<file path="src/rtl/ibex_pkg.sv">
// Shared definitions for the CSR read-modify-write sequencer.
package ibex_pkg;

  typedef enum logic [1:0] {
    CSR_OP_READ  = 2'd0,
    CSR_OP_WRITE = 2'd1,
    CSR_OP_SET   = 2'd2,
    CSR_OP_CLEAR = 2'd3
  } csr_rmw_op_e;

endpackage

</file>
<file path="src/rtl/ibex_csr_rmw.sv">
// Serialises READ/WRITE/SET/CLEAR requests onto a bank of external CSR primitives,
// reporting the pre-operation value and flagging shadow-register integrity errors.
module ibex_csr_rmw
  import ibex_pkg::*;
#(
  parameter int unsigned Width  = 32,
  parameter int unsigned NumCsr = 4
) (
  input  logic                      clk_i,
  input  logic                      rst_ni,
  input  logic                      req_valid_i,
  output logic                      req_ready_o,
  input  logic [1:0]                req_op_i,
  input  logic [$clog2(NumCsr)-1:0] req_idx_i,
  input  logic [Width-1:0]          req_wdata_i,
  output logic                      resp_valid_o,
  input  logic                      resp_ready_i,
  output logic [Width-1:0]          resp_rdata_o,
  output logic                      resp_error_o,
  output logic [NumCsr-1:0]         csr_wr_en_o,
  output logic [Width-1:0]          csr_wr_data_o,
  input  logic [NumCsr*Width-1:0]   csr_rd_data_i,
  input  logic [NumCsr-1:0]         csr_rd_error_i,
  output logic                      alert_o
);

  localparam int unsigned IdxW = $clog2(NumCsr);

  typedef enum logic [1:0] {
    StIdle  = 2'd0,
    StRead  = 2'd1,
    StWrite = 2'd2,
    StResp  = 2'd3
  } state_e;

  state_e              state_q, state_d;
  csr_rmw_op_e         op_q, op_d;
  logic [IdxW-1:0]     idx_q, idx_d;
  logic [Width-1:0]    wdata_q, wdata_d;
  logic [Width-1:0]    old_q, old_d;
  logic                err_q, err_d;
  logic                req_ready_q, req_ready_d;
  logic                resp_valid_q, resp_valid_d;
  logic [NumCsr-1:0]   wr_en_q, wr_en_d;
  logic [Width-1:0]    wr_data_q, wr_data_d;
  logic                alert_q, alert_d;

  logic [Width-1:0]    rd_val_s;
  logic                rd_err_s;
  logic                hit_s;
  logic [Width-1:0]    new_s;
  logic                do_write_s;

  // Select the addressed CSR; an index with no primitive behind it reads as zero, no flag.
  always_comb begin
    rd_val_s = {Width{1'b0}};
    rd_err_s = 1'b0;
    hit_s    = 1'b0;
    for (int unsigned k = 0; k < NumCsr; k++) begin
      rd_val_s = (idx_q == IdxW'(k)) ? csr_rd_data_i[k*Width +: Width] : rd_val_s;
      rd_err_s = (idx_q == IdxW'(k)) ? csr_rd_error_i[k] : rd_err_s;
      hit_s    = hit_s | (idx_q == IdxW'(k));
    end
  end

  // New CSR value and whether the operation actually needs a write cycle.
  always_comb begin
    case (op_q)
      CSR_OP_WRITE: new_s = wdata_q;
      CSR_OP_SET:   new_s = rd_val_s | wdata_q;
      CSR_OP_CLEAR: new_s = rd_val_s & ~wdata_q;
      default:      new_s = rd_val_s;
    endcase
    do_write_s = hit_s && !rd_err_s &&
                 ((op_q == CSR_OP_WRITE) ||
                  (((op_q == CSR_OP_SET) || (op_q == CSR_OP_CLEAR)) && (wdata_q != {Width{1'b0}})));
  end

  // Next-state and registered-output computation for the request sequencer.
  always_comb begin
    state_d      = state_q;
    op_d         = op_q;
    idx_d        = idx_q;
    wdata_d      = wdata_q;
    old_d        = old_q;
    err_d        = err_q;
    req_ready_d  = 1'b0;
    resp_valid_d = 1'b0;
    wr_en_d      = {NumCsr{1'b0}};
    wr_data_d    = wr_data_q;
    alert_d      = 1'b0;
    case (state_q)
      StIdle: begin
        if (req_valid_i && req_ready_q) begin
          op_d    = csr_rmw_op_e'(req_op_i);
          idx_d   = req_idx_i;
          wdata_d = req_wdata_i;
          state_d = StRead;
        end else begin
          req_ready_d = 1'b1;
        end
      end
      StRead: begin
        old_d   = rd_val_s;
        err_d   = !hit_s || rd_err_s;
        alert_d = hit_s && rd_err_s;
        if (do_write_s) begin
          wr_en_d   = {{(NumCsr-1){1'b0}}, 1'b1} << idx_q;
          wr_data_d = new_s;
          state_d   = StWrite;
        end else begin
          resp_valid_d = 1'b1;
          state_d      = StResp;
        end
      end
      StWrite: begin
        resp_valid_d = 1'b1;
        state_d      = StResp;
      end
      StResp: begin
        if (resp_ready_i) begin
          req_ready_d = 1'b1;
          state_d     = StIdle;
        end else begin
          resp_valid_d = 1'b1;
        end
      end
      default: begin
        state_d = StIdle;
      end
    endcase
  end

  // State and output registers.
  always_ff @(posedge clk_i or negedge rst_ni) begin
    if (!rst_ni) begin
      state_q      <= StIdle;
      op_q         <= CSR_OP_READ;
      idx_q        <= {IdxW{1'b0}};
      wdata_q      <= {Width{1'b0}};
      old_q        <= {Width{1'b0}};
      err_q        <= 1'b0;
      req_ready_q  <= 1'b0;
      resp_valid_q <= 1'b0;
      wr_en_q      <= {NumCsr{1'b0}};
      wr_data_q    <= {Width{1'b0}};
      alert_q      <= 1'b0;
    end else begin
      state_q      <= state_d;
      op_q         <= op_d;
      idx_q        <= idx_d;
      wdata_q      <= wdata_d;
      old_q        <= old_d;
      err_q        <= err_d;
      req_ready_q  <= req_ready_d;
      resp_valid_q <= resp_valid_d;
      wr_en_q      <= wr_en_d;
      wr_data_q    <= wr_data_d;
      alert_q      <= alert_d;
    end
  end

  assign req_ready_o   = req_ready_q;
  assign resp_valid_o  = resp_valid_q;
  assign resp_rdata_o  = old_q;
  assign resp_error_o  = err_q;
  assign csr_wr_en_o   = wr_en_q;
  assign csr_wr_data_o = wr_data_q;
  assign alert_o       = alert_q;

endmodule

</file>
<file path="config.mk">
export PLATFORM = sky130hd
export DESIGN_NAME = ibex_csr_rmw
export DESIGN_NICKNAME = d
export VERILOG_FILES = /design/src/rtl/ibex_pkg.sv /design/src/rtl/ibex_csr_rmw.sv
export SDC_FILE = /design/constraint.sdc
export NUM_CORES = 1
export LEC_CHECK = 0
export ABC_CLOCK_PERIOD_IN_PS = 2600
export CAP_MARGIN = 20
export CORE_MARGIN = 1.5
export CORE_UTILIZATION = 43
export DETAILED_ROUTE_END_ITERATION = 6
export PLACE_DENSITY = 0.81
export SETUP_SLACK_MARGIN = 0.5
export SLEW_MARGIN = 20
export SYNTH_ARGS = -nofsm -noshare
export SYNTH_HDL_FRONTEND = slang
export SYNTH_SLANG_ARGS = --single-unit
</file>
<file path="constraint.sdc">
create_clock -name clk_i -period 2.6 [get_ports clk_i]
set_input_delay 0.52 -clock clk_i [delete_from_list [all_inputs] [get_ports clk_i]]
set_output_delay 0.52 -clock clk_i [all_outputs]
set_load 0.01 [all_outputs]
</file>
==> Word level (Yosys, flattened, before mapping) <==
Cells that the tools add are included.
{ "totals": {"out_inout_bits": 72, "inputBits": 172, "ff_bits": 110, "word_cells": 67} }
{ "op_classes": {"eq_ne": 11, "n_reduce_logical": 16, "shifts": 1, "muxes": 22, "bitwise_logic": 6} }
{ "op_table": {"columns": ["op", "count"], "rows": [
  ["32-bit 2-to-1 mux", 4],
  ["32-bit one-hot mux with 3 select lines", 1],
  ["32-bit bitwise AND", 1],
  ["32-bit inverter", 1],
  ["32-bit bitwise OR", 1],
  ["32-bit nonzero test", 1],
  ["2-bit equality test (second input constant)", 6],
  ["1-bit 2-to-1 mux", 10],
  ["4-bit 2-to-1 mux", 2],
  ["2-bit one-hot mux with 4 select lines", 1],
  ["2-bit by 1-bit equality test with 1-bit output (second input constant)", 3],
  ["2-bit AND reduction", 3],
  ["1-bit logical AND", 5],
  ["2-bit logical NOT", 2],
  ["2-bit 2-to-1 mux", 2],
  ["2-bit != test (second input constant)", 2],
  ["1-bit by 2-bit << shifter with 4-bit output (first input constant)", 1],
  ["1-bit logical OR", 3],
  ["1-bit bitwise OR", 3],
  ["1-bit one-hot mux with 3 select lines", 1],
  ["1-bit logical NOT", 2],
  ["1-bit one-hot mux with 2 select lines", 1]
]} }

==> Depth between registers and ports, before layout <==
Gate-level depths: netlist of run 1.
{ "logic_depth": {"word_depth": 10, "depth_mapped": 8, "depth_no_buf": 6} }

==> Worst setup path before layout of run 1 <==
Ideal clock, no wire load.
{ "synth_timing": {"kind": "input-to-reg", "startpoint": "input port csr_rd_error_i[3]", "endpoint": "register wr_data_q[25], in the netlist csr_wr_data_o[25]", "cell_stages": 6, "setup_ps": 125, "arrival_ps": 1912, "n_path_buf": 2, "slack_ps": 563, "t_required_ps": 2475, "path_cell_list": "mux4_2 -> nand2b_4 -> nor3b_2 -> buf_6 -> buf_6 -> mux2_4"} }
{ "synth_via": {"elab_chain_cells": 5} }
{ "synth_rtl": {"columns": ["item", "line", "rtl"], "rows": [
  ["start, declared", "ibex_csr_rmw.sv:23", "input logic [NumCsr-1:0] csr_rd_error_i,"],
  ["1-bit 2-to-1 mux", "ibex_csr_rmw.sv:61", "rd_err_s = (idx_q == IdxW'(k)) ? csr_rd_error_i[k] : rd_err_s;"],
  ["1-bit logical NOT", "ibex_csr_rmw.sv:74", "do_write_s = hit_s && !rd_err_s &&"],
  ["1-bit logical AND (2 in series)", "ibex_csr_rmw.sv:74", null],
  ["2-bit AND reduction (no source line)", null, null],
  ["end signal, assigned", "ibex_csr_rmw.sv:146", "wr_data_q <= {Width{1'b0}};"],
  ["end signal, assigned", "ibex_csr_rmw.sv:158", "wr_data_q <= wr_data_d;"],
  ["end, declared", "ibex_csr_rmw.sv:45", "logic [Width-1:0] wr_data_q, wr_data_d;"]
]} }
No other way between the ends.
A chain may end at the register's enable or synchronous reset.

==> Worst setup path after layout of run 1 <==
{ "layout_timing": {"startpoint": "register idx_q[0]", "endpoint": "register wr_data_q[12], in the netlist csr_wr_data_o[12]"} }
{ "layout_via": {"elab_chain_cells": 9, "elab_cells_between_ends": 22, "classes_between": "eq/ne (3); mux (9); bitwise (5); reduce/logical (5)"} }
{ "layout_rtl": {"columns": ["item", "line", "rtl"], "rows": [
  ["start, declared", "ibex_csr_rmw.sv:38", "logic [IdxW-1:0] idx_q, idx_d;"],
  ["start signal, assigned", "ibex_csr_rmw.sv:139", "idx_q <= {IdxW{1'b0}};"],
  ["start signal, assigned", "ibex_csr_rmw.sv:151", "idx_q <= idx_d;"],
  ["2-bit logical NOT", "ibex_csr_rmw.sv:60, ibex_csr_rmw.sv:61, ibex_csr_rmw.sv:62", null],
  ["1-bit 2-to-1 mux (4 in series)", "ibex_csr_rmw.sv:61", null],
  ["1-bit logical NOT", "ibex_csr_rmw.sv:74", null],
  ["1-bit logical AND (2 in series)", "ibex_csr_rmw.sv:74", null],
  ["2-bit AND reduction (no source line)", null, null]
]} }
Several ways; a longest one is shown, not always the timed one.

==> results of run 1 <==
## worst max-delay path: stages (launching register included)
cell      delay, ns
dfrtp_2        0.39
mux4_2         0.53
nand2b_4       0.17
nor3b_4        0.21
buf_6          0.15
buf_12         0.11
buf_12         0.12
mux2_4         0.29
## what timing repair did
item,in CTS,in global routing
gates resized for setup,20,13
buffers inserted,9,10
setup endpoints to repair,36,32
gates cloned,1,0
pin swaps,5,9
hold buffers,0,0
## synth_stat cells
cell	number
buf_4	2
a22oi_1	1
mux4_2	33
inv_1	2
nand2_1	3
or2_2	1
nand2b_4	1
clkbuf_1	12
xnor2_1	32
nand4_1	1
nand3_1	2
and3b_1	2
buf_2	4
dfrtp_1	110
o21ai_0	4
nor3_1	2
nand3b_1	1
ha_1	5
nor2_1	2
and3_1	1
buf_12	2
a21oi_1	67
buf_1	9
nor3b_2	2
nor2b_1	1
mux2_2	75
and2_1	1
nor4_1	7
buf_6	2
mux2_4	26
## kinds of logic (layout without fill, tap and decap cells)
| group | count (synthesis) | in the layout | share of synthesized area [%] |
|---|---|---|---|
| multiplexers | 134 | 134 | 34.1 |
| flip-flops | 110 | 110 | 47.5 |
| AO/OA/AOI/OAI | 72 | 72 | 6.26 |
| buffers and inverters | 33 | 296 | 3.17 |
| XOR/XNOR | 32 | 32 | 4.83 |
| AND/OR/NAND/NOR | 27 | 27 | 3.06 |
| adder cells (fa/ha/maj) | 5 | 5 | 1.08 |
## flip-flops by register name, indices dropped and copies added (netlist names)
signal and flops:
op_q 2, resp_error_o 1, resp_valid_o 1, idx_q 2, alert_o 1, wdata_q 32, req_ready_o 1, state_q 2
csr_wr_data_o 32, csr_wr_en_o 4, resp_rdata_o 32
## final cells by class
class,instances,area (um^2)
timing repair buffer,278,2800
tap,176,220
clock inverter,4,45.0
sequential,110,2770
inverter,2,7.51
multi-input combinational,270,2970
clock buffer,12,256
fill,962,4120
## per-layer routing
layer | share of wire, % | vias up
li1 | - | 2045
met1 | 40 | 2308
met2 | 53 | 148
met3 | 5.2 | 32
met4 | 2.5 | 0
met5 | 0 | -
## how the worst max path moves through the flow
stage / from / to / slack, ns / cells after the start
global route: idx_q[0] / csr_wr_data_o[13] / 0.47 / 7
finish: idx_q[0] / csr_wr_data_o[12] / 0.51 / 7
detailed placement: csr_rd_error_i[1] / csr_wr_data_o[0] / -0.009 / 6
floorplan: csr_rd_error_i[3] / csr_wr_data_o[25] / 0.56 / 6
CTS: wdata_q[10] / csr_wr_en_o[0] / 0.50 / 9
global placement: csr_rd_error_i[1] / csr_wr_data_o[4] / 0.03 / 6
## power by group
group          internal (mW)  total (mW)  leakage, nW  switching (mW)
registers               2.56        3.23         1.33           0.678
clock network          0.796        1.41        0.152           0.618
logic                   3.50        5.91         2.17            2.41
total                   6.85        10.6         3.65            3.71
==> results.yml, run 1 <==
run_status:
  status: "complete, no violations"
detailed_routing:
  wirelength_mm: 17.0
  drc: 0
  route.vias.total: 4533
  ant_nets: 0
  vias_per_cell: 5.32
  route.detailed.wl_per_inst_um: 19.9
  drtIter0Drc: 199
  drt-pass1-iter-count: 4
synth:
  syn_nets: 590
  synth.distinct_cells: 30
  syn_avg_cell_area_um2: 14.0
  synthTopCellsByArea: "dfrtp_1, mux2_2, mux4_2, mux2_4, a21oi_1"
  yosysTopAreaCell: "dfrtp_1"
  synth.cell_area_um2: 5800
  syn_inst: 413
  synth.top_cell.area_share_pct: 47.5
  ys_warn_count: 0
  yosysSeqAreaShare_pct: 47.5
  ys_seq_elements: 110
timing:
  setup_violations: 0
  finalCritPeriodShare_pct: 80.5
  hold_ws_ns: 0.138
  min_period_ns: 2.09
  fmax_mhz: 478
  worst_slack_ns: 0.508
  fin_skew_ns: 0.00686
  worst_slew_margin_rel_pct: 64.5
  rsz0062_at_grt: "yes"
  fin_setup_tns_ns: 0
  hold_violations: 0
  slew_viol_final: 0
  worst_pin_slew_ns: 0.533
worst_hold_path:
  hp-class: "in2async"
clock_tree:
  clk_path_buf_depth: 2
  cts_tree: "yes"
  cts-root-buf: "clkbuf_16"
  clock_sinks: 110
  cts_buffers: 9
  h-tree-depth: 3
  clkTransAtPathRegs_ns: 0.07
  clk_latency_ns: 0.35
worst_setup_path:
  worst-r2r-cell-count: 7
  arrival_ns: 2.33
  critPathKind: "reg2reg"
  worstSetupStartpointType: "flop"
  endpoint_kind: "flop"
  worst_ep_required_time_ns: 2.84
  r2r_end: "csr_wr_data_o[12]"
  r2r-start: "idx_q[0]"
  r2r_slack_ns: 0.51
  crit_fanout: 8
die:
  die_h_um: 119
  die_area_um2: 14200
  row_count: 42
  initial_utilization_pct: 44.0
  die_x_um: 119
  ios: 244
  core_um2: 13200
global_routing:
  busiest_layer: "met2"
  met2_usage_pct: 43.5
  use_met1_pct: 28.7
  grt_pass1_vias: 5016
  antenna_found_initial: 0
  grt_max_degree: 50
  grt_usage_pct: 24.2
  grt_pass1_wl_mm: 26.5
  grt_overflow: 0
  grt_use_met3_pct: 4.84
run:
  cap_violations: 0
placement:
  dp_hpwl_mm: 12.2
  routabilityCongestion: 0.790
  place_area_um2: 8450
  portBuffers: 243
  place_inst: 816
  preCtsSetupSlack_ns: -0.00945
power_and_ir_drop:
  vdd_drop_max_mv: 0.543
  powerDensity_nw_per_um2: 1160
  power_mw: 10.6
  leakagePower_nw: 3.65
finish:
  finalNetCount: 848
  layout_commonest_cell: "clkdlybuf4s50_1"
  finish.utilization_pct: 68.7
  fin_cells: 852
  final_cell_area_um2: 9070
  drive_above_1_share_pct: 31.5
  areaGrowthSynthToFinish_pct: 56.4
  diodes: 0
  final_cell_mix: "clkdlybuf4s50_1, dfrtp_1, mux2_2"
Power figures use the tool's default switching activity.
==> run 2, diff against run 1 <==
ABC_CLOCK_PERIOD_IN_PS = 2200   (was 2600)
clock period = 2.2 ns   (was 2.6 ns; I/O delays follow)
==> run 2 against run 1 <==
  * Flip-flop and latch count is the same
  * Largest cell class unchanged
  * Core utilization shrank 1.0 points
  * Clock power grew 5%
  * Power grew 12%
  * Via count shrank 0.24%
  * Register-to-register slack lost 0.38 ns
==> results.yml, run 2 (same netlist as run 1, synthesis figures left out) <==
detailed_routing:
  route.detailed.wl_per_inst_um: 20.4
  drtIter0Drc: 166
  drc: 0
  ant_nets: 0
  vias_per_cell: 5.35
  wirelength_mm: 17.2
  route.vias.total: 4522
  drt-pass1-iter-count: 4
clock_tree:
  clk_path_buf_depth: 2
  cts_tree: "yes"
  cts_hold_buf: 0
  cts-root-buf: "clkbuf_16"
  clkTransAtPathRegs_ns: 0.07
  h-tree-depth: 3
  cts_buffers: 9
  clock_sinks: 110
  clk_latency_ns: 0.35
worst_setup_path:
  r2r_slack_ns: 0.12
  endpoint_kind: "flop"
  critPathKind: "reg2reg"
  crit_fanout: 7
  arrival_ns: 2.32
  worst_ep_required_time_ns: 2.44
  r2r-start: "idx_q[0]"
  worstSetupStartpointType: "flop"
  worst-r2r-cell-count: 6
  r2r_end: "csr_wr_data_o[21]"
power_and_ir_drop:
  leakagePower_nw: 3.87
  powerDensity_nw_per_um2: 1320
  vdd_drop_max_mv: 0.656
die:
  core_um2: 13200
  initial_utilization_pct: 44.0
  row_count: 42
  die_h_um: 119
  die_x_um: 119
  die_area_um2: 14200
  ios: 244
run_status:
  status: "complete, no violations"
timing:
  setup_violations: 0
  worst_pin_slew_ns: 0.525
  fmax_mhz: 482
  min_period_ns: 2.08
  finalCritPeriodShare_pct: 94.3
  fin_skew_ns: 0.00729
  worst_slew_margin_rel_pct: 65.0
  fin_setup_tns_ns: 0
  slew_viol_final: 0
  rsz0062_at_grt: "yes"
  hold_violations: 0
finish:
  finalNetCount: 841
  diodes: 0
  final_cell_mix: "clkdlybuf4s50_1, dfrtp_1, mux2_2"
  finish.utilization_pct: 67.7
  drive_above_1_share_pct: 28.3
  areaGrowthSynthToFinish_pct: 54.1
  layout_commonest_cell: "clkdlybuf4s50_1"
placement:
  routabilityCongestion: 0.783
  dp_hpwl_mm: 12.6
  portBuffers: 243
run:
  cap_violations: 0
global_routing:
  grt_max_degree: 50
  grt_usage_pct: 24.5
  grt_overflow: 0
  antenna_found_initial: 0
  grt_pass1_wl_mm: 26.7
  grt_pass1_vias: 5030
worst_hold_path:
  hp-class: "in2async"
## run 2: where the power goes
part / internal [mW] / leakage, nW / switching, mW
Clock: 0.768 / 0.125 / 0.715
Combinational: 3.75 / 2.41 / 2.82
Sequential: 3.01 / 1.34 / 0.765
Total: 7.53 / 3.87 / 4.30
## run 2: how the worst max path moves through the flow
stage	end	start
global route	csr_wr_data_o[21]	wdata_q[8]
finish	csr_wr_data_o[21]	idx_q[0]
floorplan	csr_wr_data_o[10]	csr_rd_error_i[3]
CTS	csr_wr_data_o[20]	wdata_q[10]
global placement	csr_wr_data_o[23]	csr_rd_error_i[1]
detailed placement	csr_wr_data_o[24]	csr_rd_error_i[0]
## run 2: critical path, stage by stage, from the launching register on
cell       delay (ns)
dfrtp_2          0.40
mux4_2           0.52
nand2b_4         0.17
nor3b_4          0.22
buf_6            0.19
clkbuf_16        0.16
mux2_4           0.29
## run 2: stage by stage
stage                     power [mW]  cell area (um^2)  setup WS [ns]  instances  hold slack, ns
after floorplan                 7.70              5810          0.247        413           0.144
after global placement          10.1              8480         -0.318        821           0.438
after detailed placement        10.4              8480         -0.340        821           0.453
after CTS                       11.8              8830          0.119        844          0.0699
after global routing            12.5              8940         0.0546        845          0.0807
final                           11.8              8940          0.125        845          0.0516
## run 2: what timing repair did
| item | CTS | global route |
|---|---|---|
| buffers inserted | 4 | 0 |
| pin swaps | 2 | 3 |
| cloned | 3 | 1 |
| gates resized for setup | 68 | 28 |
| endpoints found under the hold margin | 0 | 0 |
| endpoints found under the setup margin | 117 | 88 |
## run 2: cell type report
class / instances / area (um^2)
Clock buffer: 14 / 244
Clock inverter: 2 / 10.0
Fill cell: 983 / 4250
Inverter: 2 / 7.51
Multi-Input combinational cell: 270 / 2930
Sequential cell: 110 / 2760
Tap cell: 176 / 220
Timing Repair Buffer: 271 / 2770
## run 2: metal layers
| metal | track usage (%) | part of all wire [%] | wire [um] |
|---|---|---|---|
| met1 | 29.9 | 41 | 7030 |
| met4 | 7.83 | 2.1 | 367 |
| met5 | 0 | 0 | 0 |
| met3 | 6.66 | 5.8 | 990 |
| met2 | 42.3 | 51 | 8820 |
